**src/rtl/mem_sync_pkg.sv**
```systemverilog
// Shared definitions for the CPU/bus memory synchroniser: FSM states,
// channel roles and the default WAIT-cycle limit.
package mem_sync_pkg;

  typedef enum logic [1:0] {
    ST_IDLE = 2'd0,
    ST_WAIT = 2'd1,
    ST_ACK  = 2'd2
  } state_e;

  localparam int CH_INSTR = 0;
  localparam int CH_DATA  = 1;

  localparam int DEFAULT_TIMEOUT_CYC = 255;

endpackage

```
**src/rtl/mem_sync_chan.sv**
```systemverilog
// One channel of the synchroniser: its pending bit and the read-data latch
// that holds the bus data captured when the channel completed.
module mem_sync_chan #(
  parameter int DATA_W = 32
) (
  input  logic              clk_i,
  input  logic              rst_i,
  input  logic              start,
  input  logic              in_wait,
  input  logic              active,
  input  logic              ready,
  input  logic [DATA_W-1:0] rdata,
  output logic              pend,
  output logic [DATA_W-1:0] data
);

  // Channels that never complete keep a zero latch, so a timed-out read returns 0.
  always_ff @(posedge clk_i or negedge rst_i) begin
    if (!rst_i) begin
      pend <= 1'b0;
      data <= '0;
    end else if (start) begin
      pend <= active & ~ready;
      data <= (active && ready) ? rdata : '0;
    end else if (in_wait && pend && ready) begin
      pend <= 1'b0;
      data <= rdata;
    end
  end

endmodule

```
**src/rtl/mem_sync_ctrl.sv**
```systemverilog
// Stalls the CPU until every active bus channel has completed, with zero-wait
// pass-through when all active channels are already ready, and a WAIT timeout.
module mem_sync_ctrl
  import mem_sync_pkg::*;
#(
  parameter int NUM_CH      = 2,
  parameter int DATA_W      = 32,
  parameter int ADDR_W      = 32,
  parameter int TIMEOUT_CYC = DEFAULT_TIMEOUT_CYC
) (
  input  logic                     clk_i,
  input  logic                     rst_i,
  input  logic [NUM_CH-1:0]        cpu_rd_i,
  input  logic [NUM_CH-1:0]        cpu_wr_i,
  input  logic [NUM_CH*ADDR_W-1:0] cpu_addr_i,
  input  logic [NUM_CH*DATA_W-1:0] cpu_wdata_i,
  output logic [NUM_CH*DATA_W-1:0] cpu_rdata_o,
  output logic                     mem_ready_o,
  output logic                     mem_err_o,
  output logic [NUM_CH-1:0]        bus_rd_o,
  output logic [NUM_CH-1:0]        bus_wr_o,
  output logic [NUM_CH*ADDR_W-1:0] bus_addr_o,
  output logic [NUM_CH*DATA_W-1:0] bus_wdata_o,
  input  logic [NUM_CH*DATA_W-1:0] bus_rdata_i,
  input  logic [NUM_CH-1:0]        bus_ready_i
);

  localparam int CNT_W = (TIMEOUT_CYC > 0) ? $clog2(TIMEOUT_CYC + 1) : 1;
  localparam logic [CNT_W-1:0] CNT_LIMIT = CNT_W'(TIMEOUT_CYC);

  state_e                   state_r;
  logic [CNT_W-1:0]         cnt_r;
  logic                     err_r;
  logic [NUM_CH-1:0]        active;
  logic [NUM_CH-1:0]        pend;
  logic [NUM_CH-1:0]        still_pend;
  logic [NUM_CH*DATA_W-1:0] latched;
  logic                     all_ready;
  logic                     start_wait;
  logic                     in_wait;
  logic                     timeout_hit;

  assign active      = cpu_rd_i | cpu_wr_i;
  assign all_ready   = ((active & ~bus_ready_i) == '0);
  assign in_wait     = (state_r == ST_WAIT);
  assign start_wait  = (state_r == ST_IDLE) && (active != '0) && !all_ready;
  assign still_pend  = pend & ~bus_ready_i;
  assign timeout_hit = (TIMEOUT_CYC != 0) && (cnt_r == CNT_LIMIT);

  assign bus_addr_o  = cpu_addr_i;
  assign bus_wdata_o = cpu_wdata_i;

  for (genvar g = 0; g < NUM_CH; g++) begin : g_chan
    mem_sync_chan #(.DATA_W(DATA_W)) u_chan (
      .clk_i   (clk_i),
      .rst_i   (rst_i),
      .start   (start_wait),
      .in_wait (in_wait),
      .active  (active[g]),
      .ready   (bus_ready_i[g]),
      .rdata   (bus_rdata_i[g*DATA_W +: DATA_W]),
      .pend    (pend[g]),
      .data    (latched[g*DATA_W +: DATA_W])
    );
  end

  // The counter equals the number of WAIT cycles already spent; a completion
  // in the same cycle the limit is reached takes priority over the timeout.
  always_ff @(posedge clk_i or negedge rst_i) begin
    if (!rst_i) begin
      state_r <= ST_IDLE;
      cnt_r   <= '0;
      err_r   <= 1'b0;
    end else begin
      case (state_r)
        ST_IDLE: begin
          if (start_wait) begin
            state_r <= ST_WAIT;
            cnt_r   <= '0;
            err_r   <= 1'b0;
          end
        end
        ST_WAIT: begin
          cnt_r <= cnt_r + 1'b1;
          if (still_pend == '0) begin
            state_r <= ST_ACK;
          end else if (timeout_hit) begin
            state_r <= ST_ACK;
            err_r   <= 1'b1;
          end
        end
        ST_ACK:  state_r <= ST_IDLE;
        default: state_r <= ST_IDLE;
      endcase
    end
  end

  always_comb begin
    bus_rd_o    = '0;
    bus_wr_o    = '0;
    mem_ready_o = 1'b0;
    mem_err_o   = 1'b0;
    cpu_rdata_o = '0;
    if (rst_i) begin
      case (state_r)
        ST_IDLE: begin
          bus_rd_o    = cpu_rd_i;
          bus_wr_o    = cpu_wr_i;
          cpu_rdata_o = bus_rdata_i;
          mem_ready_o = (active != '0) && all_ready;
        end
        ST_WAIT: begin
          bus_rd_o    = cpu_rd_i & pend;
          bus_wr_o    = cpu_wr_i & pend;
          cpu_rdata_o = latched;
        end
        ST_ACK: begin
          mem_ready_o = 1'b1;
          mem_err_o   = err_r;
          cpu_rdata_o = latched;
        end
        default: ;
      endcase
    end
  end

endmodule

```
**config.mk**
```make
export PLATFORM = sky130hd
export DESIGN_NAME = mem_sync_ctrl
export DESIGN_NICKNAME = d
export VERILOG_FILES = /design/src/rtl/mem_sync_pkg.sv /design/src/rtl/mem_sync_chan.sv /design/src/rtl/mem_sync_ctrl.sv
export SDC_FILE = /design/constraint.sdc
export NUM_CORES = 1
export LEC_CHECK = 0
export BUFFER_PORTS_ARGS = -buffer_cell sky130_fd_sc_hd__buf_2
export CAP_MARGIN = 20
export CORE_AREA = 10 10 146 148
export CTS_CLUSTER_DIAMETER = 50
export DETAILED_ROUTE_END_ITERATION = 7
export DIE_AREA = 0 0 156 158
export GPL_ROUTABILITY_DRIVEN = 0
export PLACE_DENSITY_LB_ADDON = 0.2
export SLEW_MARGIN = 20
export SYNTH_ARGS = -nofsm -noshare
export SYNTH_HDL_FRONTEND = slang
export SYNTH_HIERARCHICAL = 1
export SYNTH_SLANG_ARGS = --single-unit
```
**constraint.sdc**
```tcl
create_clock -name clk_i -period 2.01 [get_ports clk_i]
set_input_delay 0.402 -clock clk_i [delete_from_list [all_inputs] [get_ports clk_i]]
set_output_delay 0.402 -clock clk_i [all_outputs]
set_load 0.02 [all_outputs]
```
==> results.py <==
metrics = {
    "timing": {
        "relSlewSlack_pct": 65.1,
        "finalCritPeriodShare_pct": 109,
        "setup_viol": 69,
        "timing.fmax_mhz": 457,
        "tightest_slew_ps": 523,
        "rsz0062_at_grt": "yes",
        "holdWs_ps": 139,
        "fin_ws_ps": -177,
        "slew_violations": 0,
        "finalHoldViolCount": 0,
        "post-route-min-period_ps": 2190,
        "clock_skew_ps": 12.3,
    },
    "critical_path": {
        "r2r_cells": 8,
        "cp_slowest_stage_delay_ps": 410,
        "worst_ep_arrival_time_ps": 1780,
        "r2r_slack_ps": 70,
        "worstSetupPathType": "reg2out",
        "reg2reg_from": "state_r[0]",
        "required_ps": 1610,
        "r2r_end": "cnt_r[5]",
        "start_kind": "flip-flop",
        "crit_fanout": 6,
        "crit_slowest_cell": "dfrtp_1",
        "cp-end-kind": "output port",
        "path_cells": "inv_2 -> ha_4 -> buf_12 -> clkbuf_16 -> a22oi_2 -> nor2_2 -> buf_2",
    },
    "finish": {
        "stdcell_area_um2": 7100,
        "multiInputGateArea_um2": 2710,
        "seq_area_um2": 1930,
        "drive_above_1_share_pct": 51.5,
        "fin_cells": 922,
        "diodes": 0,
        "syn_to_final_growth_pct": 34.6,
        "fillerInstances": 1871,
        "layout.nets": 888,
    },
    "detailed_routing": {
        "drt_first_pass_iters": 4,
        "antenna_left": 0,
        "vias_per_cell": 5.11,
        "wl_um": 20000,
        "drtIter0Drc": 277,
        "drc": 0,
        "wl_per_cell_um": 21.6,
        "vias": 4712,
    },
    "yosys": {
        "syn-instance-count": 649,
        "syn_nets": 854,
        "synth_seq_cells": 77,
        "synth_flop_cell": "dfrtp_1",
        "ys_warn_count": 6,
        "postSynth.asyncResetShare_pct": 100,
        "synth-edff-count": 0,
        "synth_area_per_cell_um2": 8.13,
        "netlist_area_um2": 5270,
        "ys_seq_area_share_pct": 36.5,
        "synth_cell_types": 45,
    },
    "global_routing": {
        "grt_antenna_before_repair": 0,
        "grt_pass1_vias": 4534,
        "grt_pass1_wl_um": 25500,
        "grt_start_max_net_pins": 65,
        "grt_use_total_pct": 13.1,
        "grt-ovfl-total": 0,
    },
    "placed_design": {
        "numPortBuffers": 141,
        "post-place-ws_ps": 44.0,
        "place_inst": 871,
        "dpl_cell_area_um2": 5450,
        "dp_hpwl_um": 11500,
    },
    "power": {
        "power.density_nw_per_um2": 1810,
        "power.total_uw": 12800,
        "vdd_ir_drop_max_mv": 1.02,
        "leakage_uw": 0.00319,
    },
    "floorplan": {
        "ios": 398,
        "die_width_um": 156,
        "die_h_um": 158,
        "row_count": 50,
        "die_area_um2": 24600,
        "design.core.area_um2": 18500,
        "initial_core_util_pct": 28.6,
    },
    "clock_tree": {
        "cts_buffer_depth": 2,
        "path_clk_slew_ps": 70,
        "clk_latency_ps": 350,
        "cts_buffers": 9,
        "cts.sinks": 77,
        "htree_num_levels": 3,
        "tritoncts": "built",
        "clockRootBuffer": "clkbuf_16",
    },
    "run": {
        "maxCapViolCount": 0,
    },
    "run_status": {
        "outcome": "finished, violations left",
        "violations": "setup timing",
    },
    "worst_hold_path": {
        "min_path_type": "in2async",
    },
}
-- state kept, by name, indices dropped and copies added, names as in the netlist --
signal and flops:
g_chan.u_chan/data 64, cnt_r 8, g_chan.u_chan/pend 2, state_r 2, err_r 1
-- where the power goes --
| part | internal [µW] | switching (µW) | total [µW] |
|---|---|---|---|
| Clock | 994 | 686 | 1680 |
| Combinational | 3980 | 4470 | 8440 |
| Sequential | 2220 | 501 | 2720 |
-- how the worst max path moves through the flow --
stage / cells past startpoint / slack [ps] / from / to
CTS: 6 / -170 / state_r[0] / cpu_rdata_o[19]
global route: 7 / -240 / state_r[0] / cpu_rdata_o[24]
finish: 7 / -180 / state_r[0] / cpu_rdata_o[24]
floorplan: 6 / 20 / state_r[0] / cpu_rdata_o[10]
detailed placement: 6 / 40 / state_r[0] / cpu_rdata_o[19]
global placement: 6 / 80 / state_r[0] / cpu_rdata_o[31]
-- stage by stage --
step | util, % | setup TNS (ps)
floorplan | - | 0
global placement | 29.5 | 0
detailed placement | 29.5 | 0
CTS | 33.8 | -9030
global route | 38.5 | -13500
finish | 38.5 | -8840
-- Yosys cell counts (all sizes together), types with 4 or more instances --
master / number / area share, %
inv: 5 / 0.36
a21oi: 12 / 1.1
o21ai: 67 / 6.4
and2: 4 / 0.50
clkbuf: 17 / 1.3
nor2: 69 / 4.9
nand2: 132 / 9.4
dfrtp: 77 / 37
nand3: 4 / 0.38
buf: 153 / 22
ha: 5 / 1.2
a22oi: 64 / 9.1
-- per-layer routing --
metal,routed length [µm],track usage [%]
met4,804,6.74
met1,7950,14.8
met3,2070,6.49
met2,9130,19.9
met5,0,0
-- final cells by class --
type / instances / area share (%)
timing repair buffer: 191 / 26.1
multi-input combinational: 399 / 38.1
clock buffer: 10 / 3.37
tap: 234 / 4.12
sequential: 77 / 27.1
inverter: 5 / 0.264
clock inverter: 6 / 0.881
-- critical path, delay by kind of cell (launching register included) --
| family | cells | cell delay [ps] |
|---|---|---|
| compound gates | 1 | 200 |
| fa+ha+maj | 1 | 220 |
| buf+inv | 4 | 570 |
| flops | 1 | 410 |
| simple gates | 1 | 40 |
-- layout by cell type (no fill, tap or decap), types with 3 or more instances in the layout --
cell type	count
inv_1	3
o21ai_0	47
nor2_4	9
clkbuf_16	17
and2_1	3
buf_6	70
buf_4	26
a21bo_4	3
buf_16	3
a21oi_1	9
nor2_1	5
nor2b_1	3
clkinv_2	3
or2_2	3
buf_2	73
nand2_1	132
a22oi_1	5
nor2_2	55
a22oi_2	59
mux2i_1	3
o21ai_1	20
nand3_1	3
dfrtp_1	77
a21oi_2	3
buf_12	9
-- kinds of logic (layout without fill, tap and decap cells) --
group,Yosys count,after routing,synth area share (%)
buffers and inverters,175,212,23.3
AND/OR/NAND/NOR,227,227,17.5
flip-flops,77,77,36.5
multiplexers,3,3,0.569
AO/OA/AOI/OAI,162,164,20.9
adder cells (fa/ha/maj),5,5,1.19
-- timing repair --
action                     4_1_cts  5_1_grt
pin swaps                        4       11
setup buffers                    9        8
hold buffers                     1        0
cloned                           3       14
gates resized for setup        104      119
hold endpoints to repair         8        0
setup endpoints to repair       69      120
No activity file was read; power rests on OpenSTA's default activity.
